## src/rtl/if_fetch_stage.sv

```systemverilog
// Instruction-fetch stage: owns the PC, issues 1-cycle-latency ROM reads and
// buffers returned words in a small FIFO whose head is presented to decode.
module if_fetch_stage #(
   parameter logic [31:0] RESET_PC   = 32'h0000_0000,
   parameter int          FIFO_DEPTH = 2,
   parameter logic [31:0] NOP_INST   = 32'h0000_0013
) (
   input  logic        clk,
   input  logic        rst_n,
   output logic        irom_en,
   output logic [31:0] irom_addr,
   input  logic [31:0] irom_rdata,
   input  logic        stall,
   input  logic        redirect,
   input  logic [31:0] redirect_pc,
   output logic        id_valid,
   output logic [31:0] id_pc,
   output logic [31:0] id_pc4,
   output logic [31:0] id_inst,
   output logic        fetch_err
);

   localparam int AW = (FIFO_DEPTH > 1) ? $clog2(FIFO_DEPTH) : 1;
   localparam int CW = AW + 1;
   localparam logic [CW:0] DEPTH_L = (CW+1)'(FIFO_DEPTH);

   logic [31:0]   pc;
   logic          inflight;
   logic [31:0]   inflight_pc;
   logic [CW-1:0] count;
   logic [AW-1:0] rd_ptr;
   logic [AW-1:0] wr_ptr;
   logic [31:0]   mem_pc   [FIFO_DEPTH];
   logic [31:0]   mem_inst [FIFO_DEPTH];

   logic          pop;
   logic          push;
   logic          redirect_ok;
   logic [CW:0]   level;
   logic          issue_ok;
   logic [31:0]   head_pc;

   // Decode handshake: an entry transfers on a cycle where id_valid=1 and
   // stall=0 (stall is the inverse of ready); a redirect cancels the transfer.
   assign pop         = id_valid & ~stall & ~redirect;
   // The response returning during a redirect cycle belongs to the old path.
   assign push        = inflight & ~redirect;
   assign redirect_ok = redirect & (redirect_pc[1:0] == 2'b00);
   assign level       = {1'b0, count} + (CW+1)'(inflight) - (CW+1)'(pop);
   assign issue_ok    = level < DEPTH_L;

   // rst_n gates the request so the ROM sees nothing while reset is held.
   always_comb begin
      irom_en   = 1'b0;
      irom_addr = pc;
      if (rst_n) begin
         if (redirect) begin
            irom_en   = redirect_ok;
            irom_addr = redirect_pc;
         end else if (!fetch_err && issue_ok) begin
            irom_en = 1'b1;
         end
      end
   end

   always_ff @(posedge clk or negedge rst_n) begin
      if (!rst_n) begin
         pc          <= RESET_PC;
         inflight    <= 1'b0;
         inflight_pc <= 32'h0;
         count       <= '0;
         rd_ptr      <= '0;
         wr_ptr      <= '0;
         fetch_err   <= 1'b0;
      end else begin
         inflight    <= irom_en;
         inflight_pc <= irom_addr;
         if (redirect) begin
            count     <= '0;
            rd_ptr    <= '0;
            wr_ptr    <= '0;
            fetch_err <= ~redirect_ok;
            if (redirect_ok) begin
               pc <= redirect_pc + 32'd4;
            end
         end else begin
            count <= count + CW'(push) - CW'(pop);
            if (push) begin
               wr_ptr <= wr_ptr + AW'(1);
            end
            if (pop) begin
               rd_ptr <= rd_ptr + AW'(1);
            end
            if (irom_en) begin
               pc <= pc + 32'd4;
            end
         end
      end
   end

   always_ff @(posedge clk) begin
      if (push) begin
         mem_pc[wr_ptr]   <= inflight_pc;
         mem_inst[wr_ptr] <= irom_rdata;
      end
   end

   assign id_valid = (count != '0);
   assign head_pc  = mem_pc[rd_ptr];
   assign id_pc    = id_valid ? head_pc : 32'h0;
   assign id_pc4   = id_pc + 32'd4;
   assign id_inst  = id_valid ? mem_inst[rd_ptr] : NOP_INST;

endmodule

```

## config.mk

```make
export PLATFORM = sky130hd
export DESIGN_NAME = if_fetch_stage
export DESIGN_NICKNAME = d
export VERILOG_FILES = /design/src/rtl/if_fetch_stage.sv
export SDC_FILE = /design/constraint.sdc
export NUM_CORES = 1
export LEC_CHECK = 0
export ABC_AREA = 1
export CORE_ASPECT_RATIO = 0.6
export CORE_MARGIN = 2
export CORE_UTILIZATION = 50
export CTS_CLUSTER_SIZE = 14
export DETAILED_ROUTE_END_ITERATION = 10
export GPL_TIMING_DRIVEN = 0
export HOLD_SLACK_MARGIN = 0.1
export MAX_ROUTING_LAYER = met4
export PLACE_DENSITY_LB_ADDON = 0.08
export SYNTH_ARGS = -nofsm -noshare
export SYNTH_HDL_FRONTEND = slang
export SYNTH_SLANG_ARGS = --single-unit
```

## constraint.sdc

```tcl
create_clock -name clk -period 9.51 [get_ports clk]
set_input_delay 1.4265 -clock clk [delete_from_list [all_inputs] [get_ports clk]]
set_output_delay 1.4265 -clock clk [all_outputs]
set_load 0.01 [all_outputs]
```

==> out/qor.txt, run 1 <==
Power, Total -> 2.22 mW
Non-Filler Instances -> 1661
Area contributors post-synth -> edfxtp_1 (39%), nand2_1 (18%), dfrtp_1 (18%)
Dominant synthesized flop cell -> edfxtp_1
Slowest stage delay, CP -> 0.60 ns
Clock tree buffer depth -> 2
Pre-CTS setup slack -> 3.46 ns
Core ar. -> 19200 um2
Vias in the first global route -> 7832
Number of remaining DRC errors -> 0
Ant. Diodes -> 0
Commonest cells after routing, fill and taps aside -> nand2_1 (481), clkdlybuf4s50_1 (197), edfxtp_1 (128), inv_1 (93), nor2_1 (89)
Clock Pin Slew Worst Setup and Hold Paths -> 0.08 ns
Starting DRC count in detailed routing -> 922
Post-synth EDFFs -> 128
GR Util All Layers -> 29.5%
Post CTS Setup Buffer Count -> 0
Rows -> 39
Clock Latency Late Sink -> 0.45 ns
Syn avg cell area -> 8.51 um2
Vias -> 8596
Commonest non-fill, non-tap cell in the layout -> nand2_1
Worst Tran Pin Value -> 0.805 ns
Syn-to-layout area delta -> 30.4%
Crit-path cells -> clkdlybuf4s50_1, buf_4, buf_4, nor2_1, ha_1, or2_2, fa_1, nand2_1, o21ai_1, inv_1, nor2_1, clkdlybuf4s50_1
CTS tree -> yes
Die width -> 185 um
Initial Utilization -> 51.5%
CP max FO -> 10
Period utilization -> 64.3%
Routability cong. -> 0.978
H-tree Lvls -> 4
PwrDens -> 172 nW/um2
Pleak -> 5.45 nW
Delay-heaviest family, CP -> buffers and inverters
Placed Instances -> 1629
Final setup TNS -> 0 ns
Post-CTS Resized -> 0
Share of the synthesized area in the top cell type -> 39.0%
FILL cells -> 1627
Buffers & Inverters on Critical Path -> 5
CTS buffer count -> 17
Hpwl dp -> 22300 um
Port Buffers -> 198
Final slew viol count -> 0
Final WL -> 29100 um
Core Util, Final -> 67.1%
First-pass GRT wire length -> 44300 um
Hold buffers post-CTS -> 0
Setup Crit Path Kind -> in2out
Final Critical Period -> 6.11 ns
Placed instance area -> 12300 um2
Fmax -> 164 MHz
Largest net degree at the start of global routing -> 52
CTS root buffer -> clkbuf_16
Crit path launch type -> primary input
CP max-delay cell -> clkdlybuf4s50_1
Syn Std Cell Area -> 9870 um2
Die area -> 20900 um2
Antenna-violating nets left -> 0
Yosys warning total -> 0
Crit path arrival time -> 4.69 ns
Area leader, netlist -> edfxtp_1
Worst Path Required -> 8.08 ns
Final setup margin -> 3.40 ns
Vias per inst -> 5.18
Final Cell Area -> 12900 um2
Avg WL per Cell -> 17.5 um
DR pass1 iterations -> 5
Min-delay worst type -> reg2reg
Final hold violation count -> 0
Initial antenna violation count -> 0
Final clock skew -> 0.0111 ns
Share of layout cells above drive strength 1 -> 8.60%
Yosys cell types -> 36
Clock sinks -> 198
Relative slew slack -> 46.3%
Final #Nets -> 1456
Outcome -> finished clean
Maximum VDD drop -> 0.140 mV
Seq/Total Area, Yosys -> 56.7%
Syn Inst Count -> 1160
#FFs+latches synth -> 198
Final setup viols -> 0
Async SR Flop Fraction -> 35.4%
RSZ-0062 raised after global routing -> false
Worst Hold Slack -> 0.436 ns
Global route total overflow -> 0
Die H -> 113 um
Critical Path Sink Type -> output pin
I/O pin cnt -> 199
Syn nets -> 1234
Max_cap viols -> 0
==> final cells by class <==
| class | count | area, um2 | share of cell area (%) |
|---|---|---|---|
| flip-flops and latches | 198 | 5600 | 43.5 |
| clock buffers | 18 | 429 | 3.34 |
| repair buffers | 203 | 2090 | 16.2 |
| multi-input cells | 813 | 3630 | 28.2 |
| inverters | 108 | 408 | 3.17 |
| well taps | 266 | 333 | 2.59 |
| clock inverters | 14 | 135 | 1.05 |
| plain buffers | 41 | 251 | 1.95 |
==> sequential cells by signal (all words and copies together), names as in the netlist, 2 cells and up <==
name	count
count	2
mem_inst	64
mem_pc	64
pc	32
inflight_pc	32
==> synthesized netlist by cell type (3+ instances only) <==
cell type and instances:
a21oi_1 39, buf_6 5, buf_2 9, nand2_1 481, nand3_1 66, nor2_1 91
o21ai_1 11, buf_4 10, nor2_4 6, xor2_1 20, buf_1 4, inv_2 13
inv_1 93, dfrtp_1 70, nand2_2 16, edfxtp_1 128, nor2_2 15, or2_2 3
ha_1 5, o21ai_0 40, clkbuf_1 12, nand4_1 5
==> per-layer routing <==
| metal | vias up | wire length (um) | GRT usage, % |
|---|---|---|---|
| li1 | 4126 | - | - |
| met1 | 4101 | 14200 | 45.9 |
| met2 | 348 | 11800 | 38.6 |
| met3 | 21 | 2750 | 7.50 |
| met4 | 0 | 276 | 5.61 |
| met5 | - | 0 | - |
==> where the power goes <==
part           internal [mW]  switching (mW)  leakage (nW)
logic                  0.203           0.271          3.12
registers              0.998          0.0412          2.05
clock network          0.347           0.358         0.269
total                   1.55           0.670          5.45
==> logic make-up (layout without fill, tap and decap cells) <==
| group | count (synthesis) | in the layout | synth area share (%) |
|---|---|---|---|
| AOI/OAI and AO/OA | 95 | 95 | 4.95 |
| xor gates and xnor gates | 22 | 22 | 1.95 |
| DFF | 198 | 198 | 56.7 |
| adders and majority gates | 6 | 6 | 0.837 |
| buffers and inverters | 149 | 384 | 6.68 |
| and+or+nand+nor | 690 | 690 | 28.9 |
==> path summary, 6_finish.rpt <==
path,slack [ns],endpoint,cells past startpoint,start
setup / recovery,3.40,irom_en,12,redirect
hold / removal,0.44,mem_pc[0][22],0,inflight_pc[22]
setup reg to reg,5.90,pc[30],17,count[1]
hold reg to reg,0.44,mem_pc[0][22],0,inflight_pc[22]
max in group asynchronous,8.05,inflight_pc[0],2,rst_n
min in group asynchronous,0.88,pc[23],1,rst_n
Power figures use the tool's default switching activity.
==> inputs of run 2 (changes only) <==
CORE_UTILIZATION = 47   (was 50)
clock period = 5.2 ns   (was 9.51 ns; I/O delays follow)
==> out/qor.txt, run 2 (synthesis gave the netlist of run 1 again) <==
Starting DRC count in detailed routing -> 821
Power, Total -> 4.12 mW
CTS buffer count -> 17
Vias in the first global route -> 7542
Die area -> 22200 um2
FF-to-FF End -> pc[27]
Ant. Diodes -> 0
I/O pin cnt -> 199
Crit path arrival time -> 3.95 ns
PwrDens -> 320 nW/um2
Routability cong. -> 0.970
Hold buffers post-CTS -> 0
Slowest stage delay, CP -> 0.58 ns
Clock tree buffer depth -> 2
Core ar. -> 20300 um2
Share of layout cells above drive strength 1 -> 8.53%
Clock Latency Late Sink -> 0.44 ns
Reg2reg setup slack -> 1.66 ns
Setup Crit Path Kind -> in2out
First-pass GRT wire length -> 43600 um
Rows -> 40
Fmax -> 211 MHz
Delay-heaviest family, CP -> buffers and inverters
Largest regs -> mem_inst: 64 flops, mem_pc: 64 flops
Post-CTS Resized -> 0
R2r worst-path depth -> 17
Final clock skew -> 0.0116 ns
Initial Utilization -> 48.7%
Final setup TNS -> 0 ns
Hpwl dp -> 22800 um
CP startpoint -> redirect
Period utilization -> 91.0%
FILL cells -> 1722
Max_cap viols -> 0
Final Cell Area -> 12900 um2
Multi-input gate area -> 3630 um2
H-tree Lvls -> 4
Antenna-violating nets left -> 0
RSZ-0062 raised after global routing -> false
Final hold violation count -> 0
Commonest non-fill, non-tap cell in the layout -> nand2_1
Number of remaining DRC errors -> 0
Commonest cells after routing, fill and taps aside -> nand2_1 (481), clkdlybuf4s50_1 (197), edfxtp_1 (128), inv_1 (93), nor2_1 (89)
Vias per inst -> 5.15
CTS tree -> yes
Buffers & Inverters on Critical Path -> 5
Critical R2R Launch -> count[1]
Worst Path Required -> 4.42 ns
Clock sinks -> 198
CTS root buffer -> clkbuf_16
Worst Hold Slack -> 0.234 ns
Final #Nets -> 1456
Clock Pin Slew Worst Setup and Hold Paths -> 0.08 ns
CP max FO -> 10
Final slew viol count -> 0
Outcome -> finished clean
Syn-to-layout area delta -> 30.8%
GR Util All Layers -> 27.7%
Final setup viols -> 0
Die H -> 116 um
Placed instance area -> 12300 um2
Relative slew slack -> 50.7%
Crit-path cells -> clkdlybuf4s50_1, buf_4, buf_4, nor2_1, ha_1, or2_2, fa_1, nand2_1, o21ai_1, inv_1, nor2_1, clkdlybuf4s50_1
Initial antenna violation count -> 0
Final WL -> 29500 um
Crit path launch type -> primary input
Pleak -> 5.46 nW
Avg WL per Cell -> 17.7 um
Min-delay worst type -> in2async
CP max-delay cell -> clkdlybuf4s50_1
Worst Tran Pin Value -> 0.739 ns
Global route total overflow -> 0
Die width -> 191 um
Post CTS Setup Buffer Count -> 0
DR pass1 iterations -> 6
Final Critical Period -> 4.73 ns
Maximum VDD drop -> 0.205 mV
Largest net degree at the start of global routing -> 57
Sequential cell area -> 5600 um2
Port Buffers -> 198
Critical Path Sink Type -> output pin
Vias -> 8595
Core Util, Final -> 63.7%
run 2: routing by layer:
metal	GRT usage (%)	share of wire, %
met4	6.00	1.2
met5	-	0
met3	6.61	9.8
met2	35.3	39
met1	43.8	50
run 2: worst max path at each step:
stage	end	slack (ns)	depth (start not counted)
after floorplan	mem_inst[0][0]	0.90	4
after global placement	irom_addr[31]	-1.47	5
after detailed placement	irom_en	0.50	12
after CTS	irom_en	0.48	12
after global routing	irom_en	0.28	13
final	irom_en	0.47	12
run 2: layout make-up:
class / count / share of cell area (%)
Inverter: 108 / 3.16
Tap cell: 273 / 2.65
Buffer: 41 / 1.95
Sequential cell: 198 / 43.4
Timing Repair Buffer: 203 / 16.2
Multi-Input combinational cell: 813 / 28.1
Clock inverter: 12 / 1.20
Clock buffer: 20 / 3.38
run 2: metrics by stage:
| stage | worst slack, ns | cells |
|---|---|---|
| after floorplan | 0.897 | 1160 |
| after global placement | -1.47 | 1631 |
| after detailed placement | 0.495 | 1636 |
| after CTS | 0.478 | 1668 |
| after global routing | 0.276 | 1668 |
| final | 0.467 | 1668 |
run 2: where the power goes:
part	switching, mW	total (mW)	internal [mW]	leakage [nW]
registers	0.0736	1.90	1.82	2.05
clock network	0.629	1.36	0.728	0.287
logic	0.498	0.869	0.371	3.12
total	1.20	4.12	2.92	5.46
